## src/rtl/rv_pipe_ctrl_pkg.sv

```systemverilog
// Shared types and defaults for the pipeline hazard controller.
package rv_pipe_ctrl_pkg;

    typedef enum logic [2:0] {
        ST_RUN      = 3'd0,
        ST_LD_STALL = 3'd1,
        ST_MEM_WAIT = 3'd2,
        ST_DIV_WAIT = 3'd3,
        ST_FLUSH    = 3'd4
    } pipe_state_t;

    localparam int FLUSH_CYCLES_DEF = 2;
    localparam int FCNT_W           = 3;

endpackage

```

## src/rtl/rv_sat_counter.sv

```systemverilog
// Saturating up-counter: advances on i_inc, sticks at all-ones, clears on reset.
module rv_sat_counter #(
    parameter int WIDTH = 16
) (
    input  logic             i_clk,
    input  logic             i_reset,
    input  logic             i_inc,
    output logic [WIDTH-1:0] o_count
);

    logic [WIDTH-1:0] r_count;

    function automatic logic [WIDTH-1:0] sat_inc(input logic [WIDTH-1:0] v);
        return (v == {WIDTH{1'b1}}) ? v : v + WIDTH'(1);
    endfunction

    always_ff @(posedge i_clk) begin
        if (i_reset) begin
            r_count <= '0;
        end else if (i_inc) begin
            r_count <= sat_inc(r_count);
        end
    end

    assign o_count = r_count;

endmodule

```

## src/rtl/rv_pipe_ctrl.sv

```systemverilog
// Pipeline hazard controller: load-use bubbles, memory/divider waits, branch flush.
// Optional divider wait handling is enabled by defining RV_MULDIV_EN.
module rv_pipe_ctrl
    import rv_pipe_ctrl_pkg::*;
#(
    parameter int FLUSH_CYCLES = FLUSH_CYCLES_DEF,
    parameter int CNT_W        = 16
) (
    input  logic             i_clk,
    input  logic             i_reset,
    input  logic             i_dec_valid,
    input  logic [4:0]       i_dec_rs1,
    input  logic [4:0]       i_dec_rs2,
    input  logic [4:0]       i_alu_rd,
    input  logic             i_alu_load,
    input  logic             i_alu_branch_taken,
    input  logic             i_mem_req,
    input  logic             i_mem_ack,
    input  logic             i_div_start,
    input  logic             i_div_done,
    output logic             o_stall_fetch,
    output logic             o_stall_dec,
    output logic             o_stall_alu,
    output logic             o_stall_mem,
    output logic             o_flush_fetch,
    output logic             o_flush_dec,
    output logic             o_bubble_alu,
    output logic [CNT_W-1:0] o_stall_cnt
);

    localparam logic [FCNT_W-1:0] FLUSH_INIT = FCNT_W'(FLUSH_CYCLES - 1);

    pipe_state_t       r_state, r_pend;
    pipe_state_t       w_nxt_state, w_nxt_pend, w_resume;
    logic [FCNT_W-1:0] r_fcnt, w_nxt_fcnt;
    logic              w_mem_wait, w_ld_use, w_div_go;

    assign w_mem_wait = i_mem_req & ~i_mem_ack;
    assign w_ld_use   = i_dec_valid & i_alu_load & (i_alu_rd != 5'd0) &
                        ((i_alu_rd == i_dec_rs1) | (i_alu_rd == i_dec_rs2));

`ifdef RV_MULDIV_EN
    // A divide that completes in its launch cycle never needs a wait.
    assign w_div_go = i_div_start & ~i_div_done;
`else
    logic w_unused_div;
    assign w_div_go     = 1'b0;
    assign w_unused_div = i_div_start ^ i_div_done;
`endif

    // Where to go once an interrupting memory wait is acknowledged.
    always_comb begin
        w_resume = ST_RUN;
        if (r_state == ST_FLUSH) begin
            w_resume = ST_FLUSH;
        end
`ifdef RV_MULDIV_EN
        else if (r_state == ST_DIV_WAIT && !i_div_done) begin
            w_resume = ST_DIV_WAIT;
        end
`endif
    end

    always_ff @(posedge i_clk) begin
        if (i_reset) begin
            r_state <= ST_RUN;
            r_pend  <= ST_RUN;
            r_fcnt  <= '0;
        end else begin
            r_state <= w_nxt_state;
            r_pend  <= w_nxt_pend;
            r_fcnt  <= w_nxt_fcnt;
        end
    end

    always_comb begin
        w_nxt_state   = r_state;
        w_nxt_pend    = r_pend;
        w_nxt_fcnt    = r_fcnt;
        o_stall_fetch = 1'b0;
        o_stall_dec   = 1'b0;
        o_stall_alu   = 1'b0;
        o_stall_mem   = 1'b0;
        o_flush_fetch = 1'b0;
        o_flush_dec   = 1'b0;
        o_bubble_alu  = 1'b0;

        if (r_state == ST_MEM_WAIT) begin
            {o_stall_fetch, o_stall_dec, o_stall_alu, o_stall_mem} = 4'b1111;
            if (i_mem_ack) begin
                w_nxt_state = r_pend;
            end
        end else if (w_mem_wait) begin
            {o_stall_fetch, o_stall_dec, o_stall_alu, o_stall_mem} = 4'b1111;
            w_nxt_state = ST_MEM_WAIT;
            w_nxt_pend  = w_resume;
        end else begin
            case (r_state)
`ifdef RV_MULDIV_EN
                ST_DIV_WAIT: begin
                    {o_stall_fetch, o_stall_dec, o_stall_alu} = 3'b111;
                    if (i_div_done) begin
                        w_nxt_state = ST_RUN;
                    end
                end
`endif
                ST_FLUSH: begin
                    o_flush_fetch = 1'b1;
                    o_flush_dec   = 1'b1;
                    w_nxt_fcnt    = r_fcnt - FCNT_W'(1);
                    if (r_fcnt <= FCNT_W'(1)) begin
                        w_nxt_state = ST_RUN;
                        w_nxt_fcnt  = '0;
                    end
                end
                default: begin
                    w_nxt_state = ST_RUN;
                    if (w_div_go) begin
                        w_nxt_state = ST_DIV_WAIT;
                    end else if (i_alu_branch_taken) begin
                        o_flush_fetch = 1'b1;
                        o_flush_dec   = 1'b1;
                        w_nxt_fcnt    = FLUSH_INIT;
                        if (FLUSH_INIT != '0) begin
                            w_nxt_state = ST_FLUSH;
                        end
                    end else if (r_state == ST_RUN && w_ld_use) begin
                        // LD_STALL blocks a second back-to-back bubble for the same pair.
                        o_stall_fetch = 1'b1;
                        o_stall_dec   = 1'b1;
                        o_bubble_alu  = 1'b1;
                        w_nxt_state   = ST_LD_STALL;
                    end
                end
            endcase
        end
    end

    rv_sat_counter #(
        .WIDTH (CNT_W)
    ) u_stall_cnt (
        .i_clk   (i_clk),
        .i_reset (i_reset),
        .i_inc   (o_stall_fetch),
        .o_count (o_stall_cnt)
    );

endmodule

```

## config.mk

```make
export PLATFORM = sky130hd
export DESIGN_NAME = rv_pipe_ctrl
export DESIGN_NICKNAME = d
export VERILOG_FILES = /design/src/rtl/rv_pipe_ctrl_pkg.sv /design/src/rtl/rv_sat_counter.sv /design/src/rtl/rv_pipe_ctrl.sv
export SDC_FILE = /design/constraint.sdc
export NUM_CORES = 1
export LEC_CHECK = 0
export ABC_AREA = 1
export BUFFER_PORTS_ARGS = -buffer_cell sky130_fd_sc_hd__buf_2
export CAP_MARGIN = 10
export CORE_MARGIN = 1
export CORE_UTILIZATION = 52
export CTS_BUF_LIST = sky130_fd_sc_hd__clkbuf_16
export CTS_CLUSTER_DIAMETER = 50
export DETAILED_ROUTE_END_ITERATION = 6
export PLACE_DENSITY = 0.8
export SLEW_MARGIN = 20
export SYNTH_ARGS = -nofsm -noshare
export SYNTH_HDL_FRONTEND = slang
export SYNTH_HIERARCHICAL = 1
export SYNTH_SLANG_ARGS = --single-unit
```

## constraint.sdc

```tcl
create_clock -name i_clk -period 2 [get_ports i_clk]
set_input_delay 0.1 -clock i_clk [delete_from_list [all_inputs] [get_ports i_clk]]
set_output_delay 0.1 -clock i_clk [all_outputs]
set_load 0.01 [all_outputs]
```

==> impl_metrics.yaml, run 1 <==
run_status:
  status: "finished clean"
final_layout:
  layout-drive-gt1-share: 0.281
  final_cell_mix: "nand2_1, nor2_1, buf_2"
  final_util: 0.652
  finalNonFillerCells: 350
  final_nets: 334
  syn_to_final_growth_pct: 18.8
  n_fill_cell: 279
  num_antenna_cells: 0
  layout_commonest_cell: "nand2_1"
timing:
  period_share: 0.866
  final_max_slew_viol_count: 0
  setup_tns_ps: 0
  tightest_slew_ps: 415
  fmax_mhz: 577
  slew_headroom: 0.723
  final_hold_viol_count: 0
  finalSetupViolCount: 0
  fin_skew_ps: 1.06
  rsz0062_at_grt: "no"
  period_needed_ps: 1730
cts:
  cts_hold_buffers: 0
  clockBufferDepth: 2
  cts-htree-levels: 1
  cts-root-buf: "clkbuf_16"
  path_clk_slew_ps: 60
  cts_tree: "yes"
  postCtsSetupBuffers: 0
  numCtsBuffers: 3
  cts_sinks: 23
  cts.repair.resized: 0
  clk_latency_ps: 250
global_route:
  grt_pass1_wl_microns: 5580
  first_global_vias: 1395
  grt_usage: 0.210
  antenna_found_initial: 0
  overflow: 0
  grt_max_degree: 15
critical_path:
  cp.arrival_ps: 1880
  critical_path.max_fanout: 4
  cp.required_ps: 2150
  ff2ff_path_depth: 12
  timing.rr.start: "r_state[1]"
  critPathLaunchType: "flop"
  reg2reg_to: "u_stall_cnt/o_count[10]"
  r2r_slack_ps: 270
  path_class: "flop to flop"
  worstSetupEndpointType: "flop"
route:
  drc: 0
  post_drt_wl_per_cell_microns: 9.65
  postRouteAntennaNets: 0
  post_drt_via_cell_ratio: 4.81
  vias: 1685
  first_pass_iters: 4
  drtIter0Drc: 44
  drt-total-wl_microns: 3380
power_and_ir_drop:
  peakVddDrop_mv: 0.348
  switching_share: 0.262
  netSwitchingPower_mw: 0.290
  powerDensity_nw_per_um2: 552
  intPower_mw: 0.818
  power_leakage_nw: 1.02
  comb_power_share: 0.178
  p_seq_frac: 0.436
  finalPower_mw: 1.11
  clockPowerShare: 0.387
hold_path:
  hp-class: "primary input to flop"
  whs_endpoint: "u_stall_cnt/o_count[8]"
  hold_path_depth: 2
  min-delay-start: "i_reset"
job:
  drv_cap: 0
place:
  gp_congestion: 0.884
  dp_cells: 346
  port_buffers: 44
  dpl.hpwl_microns: 2690
synthesis:
  syn_avg_cell_area_sq_um: 6.45
  synth-seq-cells: 23
  ys_warn_count: 6
  synthDominantCellAreaShare: 0.272
  synth_seq_area_share: 0.272
  synthCells: 262
  netlist_top_cells_area: "dfxtp_1, nand2_1, nor2_1"
  yosysTopAreaCell: "dfxtp_1"
  synth_nets: 289
  synth_area_sq_um: 1690
  yosys.cell_types.count: 29
floorplan:
  die_area_sq_um: 3480
  num_rows: 20
  io_pins: 47
  die-width_microns: 59.0
  core_region_area_sq_um: 3080
  initial_core_util: 0.549
  fp.dieH_microns: 59.0
## cell type report
class / count / area, sq um / area share
clock buffer: 3 / 75.1 / 0.0374
multi-input combinational: 195 / 1040 / 0.516
clock inverter: 1 / 5.00 / 0.00249
inverter: 39 / 149 / 0.0741
sequential: 23 / 460 / 0.229
tap: 44 / 55.1 / 0.0274
timing repair buffer: 45 / 228 / 0.113
## power groups by stage
stage / combinational (mW) / sequential (mW) / clock [mW]
after floorplan: 0.139 / 0.493 / 0
after global placement: 0.194 / 0.492 / 0
after detailed placement: 0.198 / 0.493 / 0
after CTS: 0.198 / 0.483 / 0.437
after global routing: 0.224 / 0.484 / 0.459
final: 0.197 / 0.483 / 0.428
## critical path, cell delays in order, from the launching register on
cell	delay (ps)
dfxtp_1	340
nor2_2	120
nand4_1	100
nor2_1	170
nand2_1	70
nand2_1	80
inv_2	70
nor2_2	150
nand2_1	140
nor2_1	160
nand3_1	90
nand2_1	70
nor2_1	50
## per-stage QoR
step | setup WS [ps] | hold WS, ps | cell area, sq um
floorplan | 299 | 169 | 1690
global placement | 337 | 401 | 1930
detailed placement | 305 | 408 | 1930
CTS | 280 | 140 | 2010
global route | 121 | 154 | 2010
finish | 268 | 142 | 2010
## registers in the layout, indices dropped and copies added, names as in the netlist
signal,cells
r_state,3
r_pend,1
u_stall_cnt/o_count,16
r_fcnt,3
## kinds of logic (layout without fill, tap and decap cells)
group	after synthesis	in the layout	synth area share
AO/OA/AOI/OAI	23	23	0.0814
XOR/XNOR	4	4	0.0207
adder cells (fa/ha/maj)	3	3	0.0222
buffers and inverters	44	88	0.115
flip-flops	23	23	0.272
AND/OR/NAND/NOR	165	165	0.489
## worst max-delay path by stage
| stage | from | to | cells past startpoint |
|---|---|---|---|
| global route | r_state[1] | u_stall_cnt/o_count[10] | 12 |
| floorplan | r_state[1] | u_stall_cnt/o_count[14] | 12 |
| finish | r_state[1] | u_stall_cnt/o_count[10] | 12 |
| global placement | r_state[1] | u_stall_cnt/o_count[14] | 12 |
| detailed placement | r_state[1] | u_stall_cnt/o_count[14] | 12 |
| CTS | r_state[1] | u_stall_cnt/o_count[10] | 12 |
## synthesized netlist by cell type
| master | n |
|---|---|
| inv_2 | 7 |
| nor3_1 | 1 |
| nand3_2 | 2 |
| dfxtp_1 | 23 |
| xnor2_1 | 3 |
| o21ai_0 | 3 |
| inv_1 | 31 |
| o21ai_1 | 2 |
| nand3_1 | 19 |
| nand2_1 | 70 |
| nor2_1 | 45 |
| o21ai_4 | 1 |
| nand2_2 | 4 |
| a21oi_1 | 14 |
| nor2_2 | 5 |
| a21oi_2 | 1 |
| nand3b_1 | 1 |
| nand4_4 | 1 |
| buf_4 | 3 |
| buf_6 | 2 |
| nand2_4 | 3 |
| nand4_1 | 4 |
| nor2_8 | 1 |
| o21ai_2 | 2 |
| xor2_1 | 1 |
| ha_1 | 3 |
| nand2_8 | 1 |
| nor2_4 | 8 |
| inv_4 | 1 |
## metal layers
layer,up-vias,global-route usage,part of all wire
met3,6,0.0328,0.036
li1,896,-,-
met2,40,0.383,0.47
met5,-,0,0
met4,0,0.0850,0.014
met1,743,0.242,0.48
(Power assumes the default switching activity.)
==> run 2, diff against run 1 <==
- REMOVE_ABC_BUFFERS: not set -> 1
==> run 2 against run 1 <==
Final cell count grew 0.29%. Register-to-register slack lost 40 ps. Critical path type unchanged. Setup slack lost 38 ps.
==> impl_metrics.yaml, run 2 (synthesis gave the netlist of run 1 again) <==
cts:
  numCtsBuffers: 3
  cts_sinks: 23
  clockBufferDepth: 2
  cts_tree: "yes"
  clk_latency_ps: 260
  postCtsSetupBuffers: 0
  cts-root-buf: "clkbuf_16"
  cts-htree-levels: 1
  path_clk_slew_ps: 60
final_layout:
  final_nets: 335
  n_fill_cell: 292
  num_antenna_cells: 0
  fin_area_sq_um: 2020
  layout_commonest_cell: "nand2_1"
  syn_to_final_growth_pct: 19.3
  largest_reg_flops: 16
  final_cell_mix: "nand2_1, nor2_1, buf_2"
  layout-drive-gt1-share: 0.283
timing:
  setup_tns_ps: 0
  period_share: 0.885
  tightest_slew_ps: 411
  rsz0062_at_grt: "no"
  slew_headroom: 0.726
  fmax_mhz: 565
  final_hold_viol_count: 0
  whs_ps: 132
  period_needed_ps: 1770
  final_max_slew_viol_count: 0
  finalSetupViolCount: 0
  fin_skew_ps: 2.54
power_and_ir_drop:
  clockPowerShare: 0.388
  finalPower_mw: 1.11
  powerDensity_nw_per_um2: 552
  peakVddDrop_mv: 0.318
  netSwitchingPower_mw: 0.297
  intPower_mw: 0.816
  power_leakage_nw: 1.03
  switching_share: 0.267
  p_seq_frac: 0.433
  comb_power_share: 0.178
run_status:
  status: "finished clean"
hold_path:
  hold_path_depth: 2
  hp-class: "primary input to flop"
floorplan:
  io_pins: 47
  die_area_sq_um: 3480
  fp.dieH_microns: 59.0
  die-width_microns: 59.0
  core_region_area_sq_um: 3080
  num_rows: 20
  initial_core_util: 0.549
critical_path:
  critPathLaunchType: "flop"
  critical_path.max_fanout: 4
  cp_slowest_cell: "dfxtp_1"
  cp.required_ps: 2150
  path_delay_family: "simple AND/OR/NAND/NOR gates"
  path_class: "flop to flop"
  crit_top_cell: "nand2_1"
  worstSetupEndpointType: "flop"
  crit_cells: 12
  cp.arrival_ps: 1920
  ff2ff_path_depth: 12
  cp_cell_sequence: "nor2_2 -> nand4_1 -> nor2_1 -> nand2_1 -> nand2_1 -> inv_2 -> nor2_2 -> nand2_1 -> nor2_1 -> nand3_1 -> nand2_1 -> nor2_1"
  critPathBufInv: 1
  cpPeakStageDelay_ps: 320
route:
  vias: 1721
  post_drt_wl_per_cell_microns: 9.73
  drt-total-wl_microns: 3420
  first_pass_iters: 4
  postRouteAntennaNets: 0
  drtIter0Drc: 56
  drc: 0
  post_drt_via_cell_ratio: 4.90
global_route:
  grt_max_degree: 15
  grt_pass1_wl_microns: 5750
  antenna_found_initial: 0
  first_global_vias: 1472
  overflow: 0
  grt_usage: 0.215
place:
  dpl-instance-area_sq_um: 1940
  dpl.hpwl_microns: 2730
  port_buffers: 44
  gp_congestion: 0.843
job:
  drv_cap: 0
## run 2: cell count changes in the layout (fill, tap and decap cells not counted)
| cell | change |
|---|---|
| buf_4 | +1 |
| clkinv_2 | -1 |
| inv_1 | +1 |
| nor2_1 | -1 |
| nor2_2 | +1 |
## run 2: timing repair
| item | in CTS | in global routing |
|---|---|---|
| hold buffers | 0 | 0 |
| gates resized for setup | 0 | 1 |
| endpoints found under the setup margin | 0 | 1 |
## run 2: worst paths after layout
path | start | end | slack, ps
worst max-delay path | r_state[0] | u_stall_cnt/o_count[10] | 230
worst min-delay path | i_reset | r_fcnt[1] | 130
worst max register to register | r_state[0] | u_stall_cnt/o_count[10] | 230
worst min register to register | r_pend[2] | r_pend[2] | 470
## run 2: layout make-up
class                      count  area, sq um  area share
multi-input combinational    195         1040       0.515
sequential                    23          460       0.228
timing repair buffer          46          235       0.117
inverter                      39          149      0.0738
clock buffer                   3         75.1      0.0372
tap                           44         55.1      0.0273
clock inverter                 1         3.75     0.00186
## run 2: stage by stage
stage          setup WS (ps)   util  std cells
2_1_floorplan            238      -        257
3_3_place_gp             297  0.629        347
3_5_place_dp             237  0.629        347
4_1_cts                  223  0.654        351
5_1_grt                 19.2  0.655        351
6_report                 230  0.655        351
## run 2: layer usage
metal | routed length, microns | up-vias | track usage
met5 | 0 | - | 0
met4 | 50 | 0 | 0.105
met3 | 102 | 4 | 0.0306
met2 | 1650 | 36 | 0.365
met1 | 1620 | 777 | 0.267
li1 | - | 904 | -
## run 2: power by group through the flow
| stage | Sequential (mW) | Clock (mW) | Combinational, mW |
|---|---|---|---|
| finish | 0.483 | 0.433 | 0.198 |
| global route | 0.485 | 0.459 | 0.221 |
| CTS | 0.483 | 0.438 | 0.200 |
| detailed placement | 0.493 | 0 | 0.199 |
| global placement | 0.492 | 0 | 0.193 |
| floorplan | 0.493 | 0 | 0.128 |
## run 2: worst register-to-register path, stage by stage (launching register included)
cell     delay [ps]
dfxtp_1         320
nor2_2          140
nand4_1          90
nor2_1          190
nand2_1          80
nand2_1         100
inv_2            70
nor2_2          160
nand2_1         160
nor2_1          170
nand3_1          90
nand2_1          70
nor2_1           40
==> run 3, diff against run 2 <==
- ABC_AREA: 1 -> 0
- CORE_UTILIZATION: 52 -> 50
- PLACE_DENSITY: 0.8 -> 0.79
==> run 3 against run 2 <==
The flow now finishes with violations (setup timing). Count of clock-buffer cells in the layout stayed put. Clock skew hardly changed. Synthesized area is 16% lower. Via count is 12% lower. Cell area is 3.8% lower. Hold slack worse by 73 ps. Combinational power hardly changed. Largest power group unchanged.
==> impl_metrics.yaml, run 3 <==
final_layout:
  layout_commonest_cell: "buf_2"
  num_antenna_cells: 0
  seq_area_sq_um: 464
  layout-drive-gt1-share: 0.398
  final_cell_mix: "buf_2, dfxtp_1, a21oi_1, buf_4, nor2_1"
  final_nets: 254
  n_fill_cell: 181
  syn_to_final_growth_pct: 36.2
  largest_reg_flops: 16
  multi_input_area_sq_um: 1000
  fin_area_sq_um: 1940
synthesis:
  netlist_top_cells_area: "dfxtp_1, a21oi_1, nor2_1"
  synthAdderAreaFrac: 0.0263
  yosysMostFrequentCell: "dfxtp_1"
  synth_top_family_by_area: "simple AND/OR/NAND/NOR gates"
  synth.area.mux_share: 0.0299
  synth_area_sq_um: 1430
  synth_seq_area_share: 0.323
  yosysTopAreaCell: "dfxtp_1"
  synth-main-ff-cell: "dfxtp_1"
  synth_xor_xnor_area_share: 0.0676
  ys_warn_count: 6
  synthDominantCellAreaShare: 0.323
  synth-seq-cells: 23
  synthTopCellsByCount: "dfxtp_1, a21oi_1, nor2_1, nand2_1"
  yosys.cell_types.count: 47
  syn_avg_cell_area_sq_um: 8.48
  synthSimpleGateAreaFrac: 0.320
  synth-edff-count: 0
  synth-compound-area-share: 0.188
  synthCells: 168
  async_reset_ff_frac: 0
global_route:
  grt_max_degree: 26
  first_global_vias: 1304
  overflow: 0
  grt_pass1_wl_microns: 5910
  grt_usage: 0.236
  antenna_found_initial: 0
timing:
  rsz0062_at_grt: "yes"
  final_max_slew_viol_count: 0
  finalSetupViolCount: 2
  slew_headroom: 0.671
  tightest_slew_ps: 490
  layout_setup_ws_ps: -34.4
  period_share: 1.02
  fin_skew_ps: 2.63
  final_hold_viol_count: 0
  period_needed_ps: 2030
  fmax_mhz: 492
route:
  drtIter0Drc: 72
  drt-total-wl_microns: 3730
  vias: 1518
  post_drt_via_cell_ratio: 5.93
  drc: 0
  first_pass_iters: 5
  postRouteAntennaNets: 0
  post_drt_wl_per_cell_microns: 14.6
power_and_ir_drop:
  power_leakage_nw: 0.809
  p_seq_frac: 0.433
  peakVddDrop_mv: 0.740
  intPower_mw: 0.834
  clockPowerShare: 0.387
  netSwitchingPower_mw: 0.280
  powerDensity_nw_per_um2: 574
  comb_power_share: 0.180
  switching_share: 0.251
critical_path:
  cp.required_ps: 2140
  ff2ff_path_depth: 9
  timing.rr.start: "r_state[2]"
  reg2reg_to: "u_stall_cnt/o_count[10]"
  cp.arrival_ps: 2180
  r2r_slack_ps: -30
  endpoint: "u_stall_cnt/o_count[10]"
  critical_path.max_fanout: 4
  worstSetupEndpointType: "flop"
  path_class: "flop to flop"
  cp-startpoint: "r_state[2]"
  critPathLaunchType: "flop"
hold_path:
  hp-class: "primary input to flop"
floorplan:
  core_region_area_sq_um: 2590
  num_rows: 18
  io_pins: 47
  die_area_sq_um: 3070
  initial_core_util: 0.550
  die-width_microns: 55.4
  fp.dieH_microns: 55.4
cts:
  cts_tree: "yes"
  cts-htree-levels: 1
  cts_sinks: 23
  cts_hold_buffers: 0
  clk_latency_ps: 260
  numCtsBuffers: 3
  cts-root-buf: "clkbuf_16"
  clockBufferDepth: 2
  path_clk_slew_ps: 60
place:
  pre_cts_ws_ps: -219
  dpl.hpwl_microns: 2530
  gp_congestion: 0.841
  dpl-instance-area_sq_um: 1740
  port_buffers: 44
run_status:
  status: "finished, violations left"
  violations: "setup timing"
job:
  drv_cap: 0
[run 3: cell types whose count changed after synthesis, sizes merged, moves of 4 or more]
cell and delta:
or4 +6, nor3 +7, nand3 -14, or3 +5, o31ai +5, inv -34
nor2 -44, xor2 +4, nand2 -67
[run 3: how the worst min path moves through the flow]
stage	end	cells after the start	startpoint
finish	r_state[1]	2	i_mem_ack
global route	r_state[1]	2	i_mem_ack
CTS	r_state[1]	2	i_mem_ack
detailed placement	r_state[1]	2	i_mem_ack
global placement	r_state[1]	2	i_mem_ack
floorplan	r_fcnt[0]	1	i_reset
[run 3: routing by layer]
layer  vias to the layer above  GRT usage  part of all wire
li1                        747          -                 -
met1                       690      0.301              0.42
met2                        71      0.392              0.48
met3                        10     0.0609             0.072
met4                         0     0.0643             0.019
met5                         -          0                 0
[run 3: final cells by class]
type / count / area share
well taps: 30 / 0.0193
flip-flops and latches: 23 / 0.239
multi-input cells: 134 / 0.516
clock inverters: 1 / 0.00193
inverters: 5 / 0.00967
repair buffers: 60 / 0.175
clock buffers: 3 / 0.0387
[run 3: timing repair]
action | CTS | global route
pin swaps | 0 | 9
cloned | 0 | 1
setup endpoints to repair | 4 | 15
gates resized for setup | 6 | 12
setup buffers | 0 | 2
[run 3: logic make-up after synthesis]
group / after synthesis
multiplexers: 4
buffers and inverters: 12
adder cells (fa/ha/maj): 3
AND/OR/NAND/NOR: 76
AO/OA/AOI/OAI: 39
flip-flops: 23
XOR/XNOR: 11
[run 3: metrics by stage]
| stage | instances | power (mW) | TNS (ps) | util | hold WS (ps) |
|---|---|---|---|---|---|
| floorplan | 161 | 0.582 | -1090 | - | 166 |
| global placement | 249 | 0.662 | -210 | 0.672 | 311 |
| detailed placement | 249 | 0.672 | -912 | 0.672 | 322 |
| CTS | 253 | 1.11 | 0 | 0.715 | 51.1 |
| global route | 256 | 1.17 | -950 | 0.749 | 55.9 |
| finish | 256 | 1.11 | -35.4 | 0.749 | 59.5 |
[run 3: critical path, cell delays in order, from the launching register on]
cell and delay [ps]:
dfxtp_2 340, nor2_4 110, nand3_2 80, nor3_2 210, o221ai_2 140, nand3_2 90
and4_4 250, nand3_4 90, nor4_2 270, mux2_1 340
[run 3: power groups by stage]
| stage | logic, mW | registers [mW] | clock network [mW] |
|---|---|---|---|
| 2_1_floorplan | 0.0900 | 0.492 | 0 |
| 3_3_place_gp | 0.174 | 0.488 | 0 |
| 3_5_place_dp | 0.183 | 0.489 | 0 |
| 4_1_cts | 0.185 | 0.479 | 0.443 |
| 5_1_grt | 0.222 | 0.484 | 0.463 |
| 6_report | 0.201 | 0.483 | 0.431 |
